==> config.mk <==
export PLATFORM = sky130hd
export DESIGN_NAME = vga_pattern_gen
export DESIGN_NICKNAME = d
export VERILOG_FILES = /design/src/rtl/vga_pattern_gen.sv
export SDC_FILE = /design/constraint.sdc
export NUM_CORES = 1
export LEC_CHECK = 0
export CORE_MARGIN = 2
export CORE_UTILIZATION = 54
export DETAILED_ROUTE_END_ITERATION = 8
export PLACE_DENSITY = 0.86
export SLEW_MARGIN = 30
export SYNTH_ARGS = -nofsm -noshare
export SYNTH_HDL_FRONTEND = slang
export SYNTH_SLANG_ARGS = --single-unit
==> constraint.sdc <==
create_clock -name clk -period 2.55 [get_ports clk]
set_clock_uncertainty 0.2 [all_clocks]
set_input_delay 0.255 -clock clk [delete_from_list [all_inputs] [get_ports clk]]
set_output_delay 0.255 -clock clk [all_outputs]
set_load 0.1 [all_outputs]
==> src/rtl/vga_pattern_gen.sv <==
// vga_pattern_gen
// Pixel stage between the VGA timing controller and the DAC/IO pads.
// Turns the controller's row/column/strobe stream into 12-bit RGB using a
// programmable pattern (solid, colour bars, checkerboard, box overlay).
// The syncs and blank travel through the same two registers as the colour,
// so everything stays aligned.
// Configuration is written over Wishbone into shadow registers. It is copied
// into the active registers only at frame start (v_sync becoming active), so
// a frame is never drawn with a half-updated configuration.
//
// Ports:
//   clk, rst        clock; synchronous active-high reset
//   cyc/stb/we/adr/dat, ack/dout
//                   Wishbone slave (word registers at adr[4:2])
//   row, column     current pixel coordinates
//   display_enable, n_blank, n_sync, h_sync, v_sync
//                   timing strobes from the controller
//   red, green, blue
//                   registered pixel colour
//   de_o, n_blank_o, n_sync_o, h_sync_o, v_sync_o
//                   strobes delayed to line up with the colour
module vga_pattern_gen #(
    parameter logic SYNC_POL    = 1'b0,
    parameter int   CHECK_SHIFT = 5
) (
    input  logic        clk,
    input  logic        rst,
    input  logic        cyc,
    input  logic        stb,
    input  logic        we,
    input  logic [31:0] adr,
    input  logic [31:0] dat,
    output logic        ack,
    output logic [31:0] dout,
    input  logic [11:0] row,
    input  logic [11:0] column,
    input  logic        display_enable,
    input  logic        n_blank,
    input  logic        n_sync,
    input  logic        h_sync,
    input  logic        v_sync,
    output logic [3:0]  red,
    output logic [3:0]  green,
    output logic [3:0]  blue,
    output logic        de_o,
    output logic        n_blank_o,
    output logic        n_sync_o,
    output logic        h_sync_o,
    output logic        v_sync_o
);

    // Shadow (bus-visible) configuration
    logic [2:0]  sh_ctrl_r;
    logic [11:0] sh_fg_r;
    logic [11:0] sh_bg_r;
    logic [11:0] sh_x0_r;
    logic [11:0] sh_x1_r;
    logic [11:0] sh_y0_r;
    logic [11:0] sh_y1_r;

    // Active (pixel-visible) configuration
    logic [2:0]  act_ctrl_r;
    logic [11:0] act_fg_r;
    logic [11:0] act_bg_r;
    logic [11:0] act_x0_r;
    logic [11:0] act_x1_r;
    logic [11:0] act_y0_r;
    logic [11:0] act_y1_r;

    logic [15:0] frame_r;
    logic        vs_prev_r;
    logic        frame_start_s;
    logic        req_s;
    logic [31:0] rd_data_s;
    logic [11:0] colour_s;
    logic        in_box_s;

    // First pipeline stage
    logic [11:0] s1_rgb_r;
    logic        s1_de_r;
    logic        s1_nblank_r;
    logic        s1_nsync_r;
    logic        s1_hs_r;
    logic        s1_vs_r;

    // Bits of the bus that no register field uses
    logic        unused_bits_s;
    assign unused_bits_s = ^{adr[31:5], adr[1:0], dat[31:28], dat[15:12]};

    // The request is only seen when no ack is pending, which produces
    // the ack-every-other-cycle behaviour for back-to-back strobes.
    assign req_s = cyc & stb & ~ack;

    // Frame start: v_sync has just entered its active level.
    assign frame_start_s = (v_sync == SYNC_POL) && (vs_prev_r != SYNC_POL);

    // Read mux over the shadow registers and the frame counter
    always_comb begin
        rd_data_s = 32'd0;
        case (adr[4:2])
            3'd0:    rd_data_s = {29'd0, sh_ctrl_r};
            3'd1:    rd_data_s = {20'd0, sh_fg_r};
            3'd2:    rd_data_s = {20'd0, sh_bg_r};
            3'd3:    rd_data_s = {4'd0, sh_x1_r, 4'd0, sh_x0_r};
            3'd4:    rd_data_s = {4'd0, sh_y1_r, 4'd0, sh_y0_r};
            3'd5:    rd_data_s = {16'd0, frame_r};
            default: rd_data_s = 32'd0;
        endcase
    end

    // Wishbone handshake, read data capture and shadow register writes
    always_ff @(posedge clk) begin
        if (rst) begin
            ack       <= 1'b0;
            dout      <= 32'd0;
            sh_ctrl_r <= 3'd0;
            sh_fg_r   <= 12'd0;
            sh_bg_r   <= 12'd0;
            sh_x0_r   <= 12'd0;
            sh_x1_r   <= 12'd0;
            sh_y0_r   <= 12'd0;
            sh_y1_r   <= 12'd0;
        end else begin
            ack <= req_s;
            if (req_s && !we) begin
                dout <= rd_data_s;
            end else begin
                dout <= 32'd0;
            end
            if (req_s && we) begin
                case (adr[4:2])
                    3'd0: sh_ctrl_r <= dat[2:0];
                    3'd1: sh_fg_r   <= dat[11:0];
                    3'd2: sh_bg_r   <= dat[11:0];
                    3'd3: begin
                        sh_x0_r <= dat[11:0];
                        sh_x1_r <= dat[27:16];
                    end
                    3'd4: begin
                        sh_y0_r <= dat[11:0];
                        sh_y1_r <= dat[27:16];
                    end
                    default: ;
                endcase
            end
        end
    end

    // Frame-start detection, shadow-to-active copy and frame counter.
    // The copy takes the shadow values from before any write committing
    // on the same edge, so such a write lands one frame later.
    always_ff @(posedge clk) begin
        if (rst) begin
            vs_prev_r  <= SYNC_POL;
            frame_r    <= 16'd0;
            act_ctrl_r <= 3'd0;
            act_fg_r   <= 12'd0;
            act_bg_r   <= 12'd0;
            act_x0_r   <= 12'd0;
            act_x1_r   <= 12'd0;
            act_y0_r   <= 12'd0;
            act_y1_r   <= 12'd0;
        end else begin
            vs_prev_r <= v_sync;
            if (frame_start_s) begin
                frame_r    <= frame_r + 16'd1;
                act_ctrl_r <= sh_ctrl_r;
                act_fg_r   <= sh_fg_r;
                act_bg_r   <= sh_bg_r;
                act_x0_r   <= sh_x0_r;
                act_x1_r   <= sh_x1_r;
                act_y0_r   <= sh_y0_r;
                act_y1_r   <= sh_y1_r;
            end
        end
    end

    // Inclusive box hit; a reversed range simply never matches
    assign in_box_s = (column >= act_x0_r) && (column <= act_x1_r) &&
                      (row >= act_y0_r) && (row <= act_y1_r);

    // Pattern selection for the incoming pixel
    always_comb begin
        colour_s = act_bg_r;
        case (act_ctrl_r[1:0])
            2'd0: colour_s = act_bg_r;
            2'd1: colour_s = {{4{column[9]}}, {4{column[8]}}, {4{column[7]}}};
            2'd2: colour_s = (row[CHECK_SHIFT] ^ column[CHECK_SHIFT]) ? act_fg_r : act_bg_r;
            2'd3: colour_s = in_box_s ? act_fg_r : act_bg_r;
            default: colour_s = act_bg_r;
        endcase
        if (!act_ctrl_r[2]) begin
            colour_s = act_bg_r;
        end else begin
            colour_s = colour_s;
        end
        if (!display_enable || !n_blank) begin
            colour_s = 12'd0;
        end else begin
            colour_s = colour_s;
        end
    end

    // Pipeline stage 1: colour and strobes for the sampled pixel
    always_ff @(posedge clk) begin
        if (rst) begin
            s1_rgb_r    <= 12'd0;
            s1_de_r     <= 1'b0;
            s1_nblank_r <= 1'b0;
            s1_nsync_r  <= 1'b1;
            s1_hs_r     <= ~SYNC_POL;
            s1_vs_r     <= ~SYNC_POL;
        end else begin
            s1_rgb_r    <= colour_s;
            s1_de_r     <= display_enable;
            s1_nblank_r <= n_blank;
            s1_nsync_r  <= n_sync;
            s1_hs_r     <= h_sync;
            s1_vs_r     <= v_sync;
        end
    end

    // Pipeline stage 2: registered outputs to the pads
    always_ff @(posedge clk) begin
        if (rst) begin
            red       <= 4'd0;
            green     <= 4'd0;
            blue      <= 4'd0;
            de_o      <= 1'b0;
            n_blank_o <= 1'b0;
            n_sync_o  <= 1'b1;
            h_sync_o  <= ~SYNC_POL;
            v_sync_o  <= ~SYNC_POL;
        end else begin
            red       <= s1_rgb_r[11:8];
            green     <= s1_rgb_r[7:4];
            blue      <= s1_rgb_r[3:0];
            de_o      <= s1_de_r;
            n_blank_o <= s1_nblank_r;
            n_sync_o  <= s1_nsync_r;
            h_sync_o  <= s1_hs_r;
            v_sync_o  <= s1_vs_r;
        end
    end

endmodule

==> metrics.md <==
| Metric | Value |
|---|---|
| Layout cells sized above 1 | `0.1243` |
| I/O pin count | `roughly 150` |
| Antenna-violating nets left | `0` |
| Distinct cells, synth | `51` |
| First-pass GRT wire length | `41.91 mm` |
| Row cnt | `49` |
| Routed vias | `8836` |
| Die area | `19630 um^2` |
| Leak pwr | `4.484 nW` |
| Max Cap Viol | `0` |
| Nets | `1483` |
| Port Buf Inserts | `106` |
| Final Cycle Share | `0.9682` |
| Fmax | `0.4050 GHz` |
| Final hold viol count | `0` |
| Total track usage | `0.2611` |
| Crit start category | `register` |
| Crit path kind | `reg -> reg` |
| Clk sinks | `230` |
| Drt initial violations | `around 890` |
| Setup crit end kind | `register` |
| CP max stage delay | `about 0.33 ns` |
| Vias in the first global route | `8404` |
| Outcome | `complete, but fails checks` |
| Clock root cell | `clkbuf_16` |
| Worst-Margin Slew | `just under 0.8 ns` |
| Min Clock Period, post-route | `about 2.5 ns` |
| Largest net degree at the start of global routing | `190` |
| CP most frequent cell | `o21a_1` |
| Worst Path Arrival | `2.71 ns` |
| Mapped cell area | `10000 um^2` |
| Share of the synthesized area in the top cell type | `0.4603` |
| Overflow left after global routing | `0` |
| Crit path buffers/inverters | `3` |
| CP required | `~2.8 ns` |
| Max-slew headroom | `0.4753` |
| Pins Over Slew Limit | `0` |
| Ys Warns | `0` |
| Placed cell area | `~11000 um^2` |
| Yosys top cell by area | `dfxtp_1` |
| Total Routed Length | `26.01 mm` |
| DR pass1 iterations | `9` |
| CTS tree | `done` |
| DRC | `10` |
| Diodes inserted | `0` |
| Initial Util | `0.5531` |
| Routability cong. | `0.8775` |
| Wirelength per Cell | `16.45 um` |
| Main synth FF type | `dfxtp_1` |
| Seq/Total Area, Yosys | `0.4603` |
| Top post-synthesis cells by count | `nand2_1 (320), dfxtp_1 (230), a21oi_1 (166)` |
| Final Instance Area | `approximately 12000 um^2` |
| Slowest-stage cell, CP | `dfxtp_2` |
| VDD IR max | `0.0004290 V` |
| Cts bufs inserted | `23` |
| Critical Path Fanout Max | `6` |
| Min-Delay Path Class | `in -> reg` |
| Clock slew at reported path FFs | `0.06 ns` |
| CTS max path bufs | `3` |
| Die H | `140.1 um` |
| Core area | `18090 um^2` |
| DP HPWL | `18.01 mm` |
| EDFF count, synth | `0` |
| Power per standard cell area | `around 610 nW/um^2` |
| Clock latency on the worst-skew pair | `0.52 ns` |
| Cell family with most CP delay | `compound AO/OA/AOI/OAI gates` |
| Failing checks | `DRC` |
| Layout area overhead | `21.99%` |
| Max H-tree Level | `1` |
| Initial antenna violation count | `1` |
| Fillers | `roughly 1.4k` |
| Async SR Flop Fraction | `0` |
| Fin util | `0.6747` |
| Gate Count Post-Synth | `1228` |
| Synthesis-stage register bit count | `230` |
| Most common cell in the netlist | `nand2_1` |
| Chip width | `140.1 um` |
| Dominant cells by area after synthesis | `dfxtp_1 (46%), nand2_1 (12%), a21oi_1 (8.3%)` |
| Synth Area per Inst | `8.146 um^2` |
| DR vias/cell | `between 5 and 6` |
| Crit path cell chain | `inv_1 -> ha_4 -> nor2b_2 -> o21a_1 -> o21a_1 -> o21ai_2 -> a21oi_2 -> a2111oi_4 -> buf_4 -> buf_12 -> mux2i_2` |
| Finish-stage setup viols | `0` |
## worst register-to-register path: stages (launching register included)
cell	delay, ns
dfxtp_2	0.33
inv_1	0.09
ha_4	0.20
nor2b_2	0.15
o21a_1	0.17
o21a_1	0.18
o21ai_2	0.15
a21oi_2	0.09
a2111oi_4	0.32
buf_4	0.21
buf_12	0.14
mux2i_2	0.20
## metrics by stage
step                setup TNS (ns)  setup WS, ns  power, W  std cells  hold WS (ns)
detailed placement          -2.989       -0.2748  0.004237       1537        0.1988
CTS                              0       0.03615  0.007494       1579        0.1041
finish                           0       0.08110  0.007477       1581        0.1171
global route               -0.1062      -0.01857  0.007717       1581        0.1193
global placement            -2.466       -0.2088  0.004223       1537        0.1923
floorplan                        0        0.2138  0.004002       1231        0.1341
## flip-flops by register name, indices dropped and copies added (netlist names), 12 cells and up
register and flops:
act_y0_r 12, act_fg_r 12, act_x0_r 12, frame_r 16, sh_bg_r 12, sh_x1_r 12
act_y1_r 12, sh_x0_r 12, act_x1_r 12, sh_y1_r 12, s1_rgb_r 12, dout 28
sh_fg_r 12, sh_y0_r 12, act_bg_r 12
## repair_timing
item                       CTS  global route
setup endpoints to repair    0            12
hold buffers                 1             0
setup buffers                0             1
hold endpoints to repair     3             0
resized for setup            0            11
## cell type report
type | instances | area [um^2] | share of cell area
Clock buffer | 33 | 633.1 | 0.05188
Clock inverter | 8 | 98.84 | 0.008100
Inverter | 47 | 176.4 | 0.01446
Multi-Input combinational cell | 879 | 4996 | 0.4094
Sequential cell | 230 | 4606 | 0.3774
Tap cell | 229 | 286.5 | 0.02348
Timing Repair Buffer | 155 | 1406 | 0.1152
## placed cells by master, fill, tap and decap left out, drive strengths merged, types with 24 or more instances in the layout
cell type,netlist,routed
dfxtp,230,230
clkdlybuf4s50,0,59
a21oi,167,167
o21ai,44,44
ha,49,49
nand2,321,321
nor2b,24,24
nor2,92,92
inv,47,48
buf,17,94
clkbuf,58,34
mux2i,52,52
## power breakdown
group	internal [W]	switching (W)	total, W	leakage, nW
clock	0.00193	0.00136	0.00330	0.352
sequential	0.00361	0.0000131	0.00363	1.86
combinational	0.000229	0.000328	0.000556	2.28
## logic make-up after synthesis
| kind of cell | share of synthesized area |
|---|---|
| other | 0.0003749 |
| buffers and inverters | 0.04903 |
| adders and majority gates | 0.06129 |
| AOI/OAI and AO/OA | 0.1477 |
| xor gates and xnor gates | 0.01401 |
| muxes | 0.05879 |
| DFF | 0.4603 |
| and+or+nand+nor | 0.2085 |
## per-layer routing
| layer | vias to the layer above | share of wire | global-route usage | wire length [um] |
|---|---|---|---|---|
| met5 | - | 0 | 0 | 0 |
| met4 | 0 | 0.035 | 0.1015 | 902 |
| met3 | 69 | 0.090 | 0.04068 | 2332 |
| met2 | 371 | 0.46 | 0.4296 | 11910 |
| met1 | 4099 | 0.42 | 0.3475 | 10860 |
| li1 | 4297 | - | - | - |
## worst paths after layout
| path | startpoint | endpoint | slack (ns) | depth (start not counted) |
|---|---|---|---|---|
| max | act_x1_r[1]$_SDFFE_PP0P_ | s1_rgb_r[11]$_SDFF_PP0_ | 0.08 | 11 |
| min | dat[25] | sh_x1_r[9]$_SDFFE_PP0P_ | 0.12 | 3 |
| max reg2reg | act_x1_r[1]$_SDFFE_PP0P_ | s1_rgb_r[11]$_SDFF_PP0_ | 0.08 | 11 |
| min reg2reg | s1_hs_r$_SDFF_PP1_ | h_sync_o$_SDFF_PP1_ | 0.21 | 1 |
No activity file was read; power rests on OpenSTA's default activity.
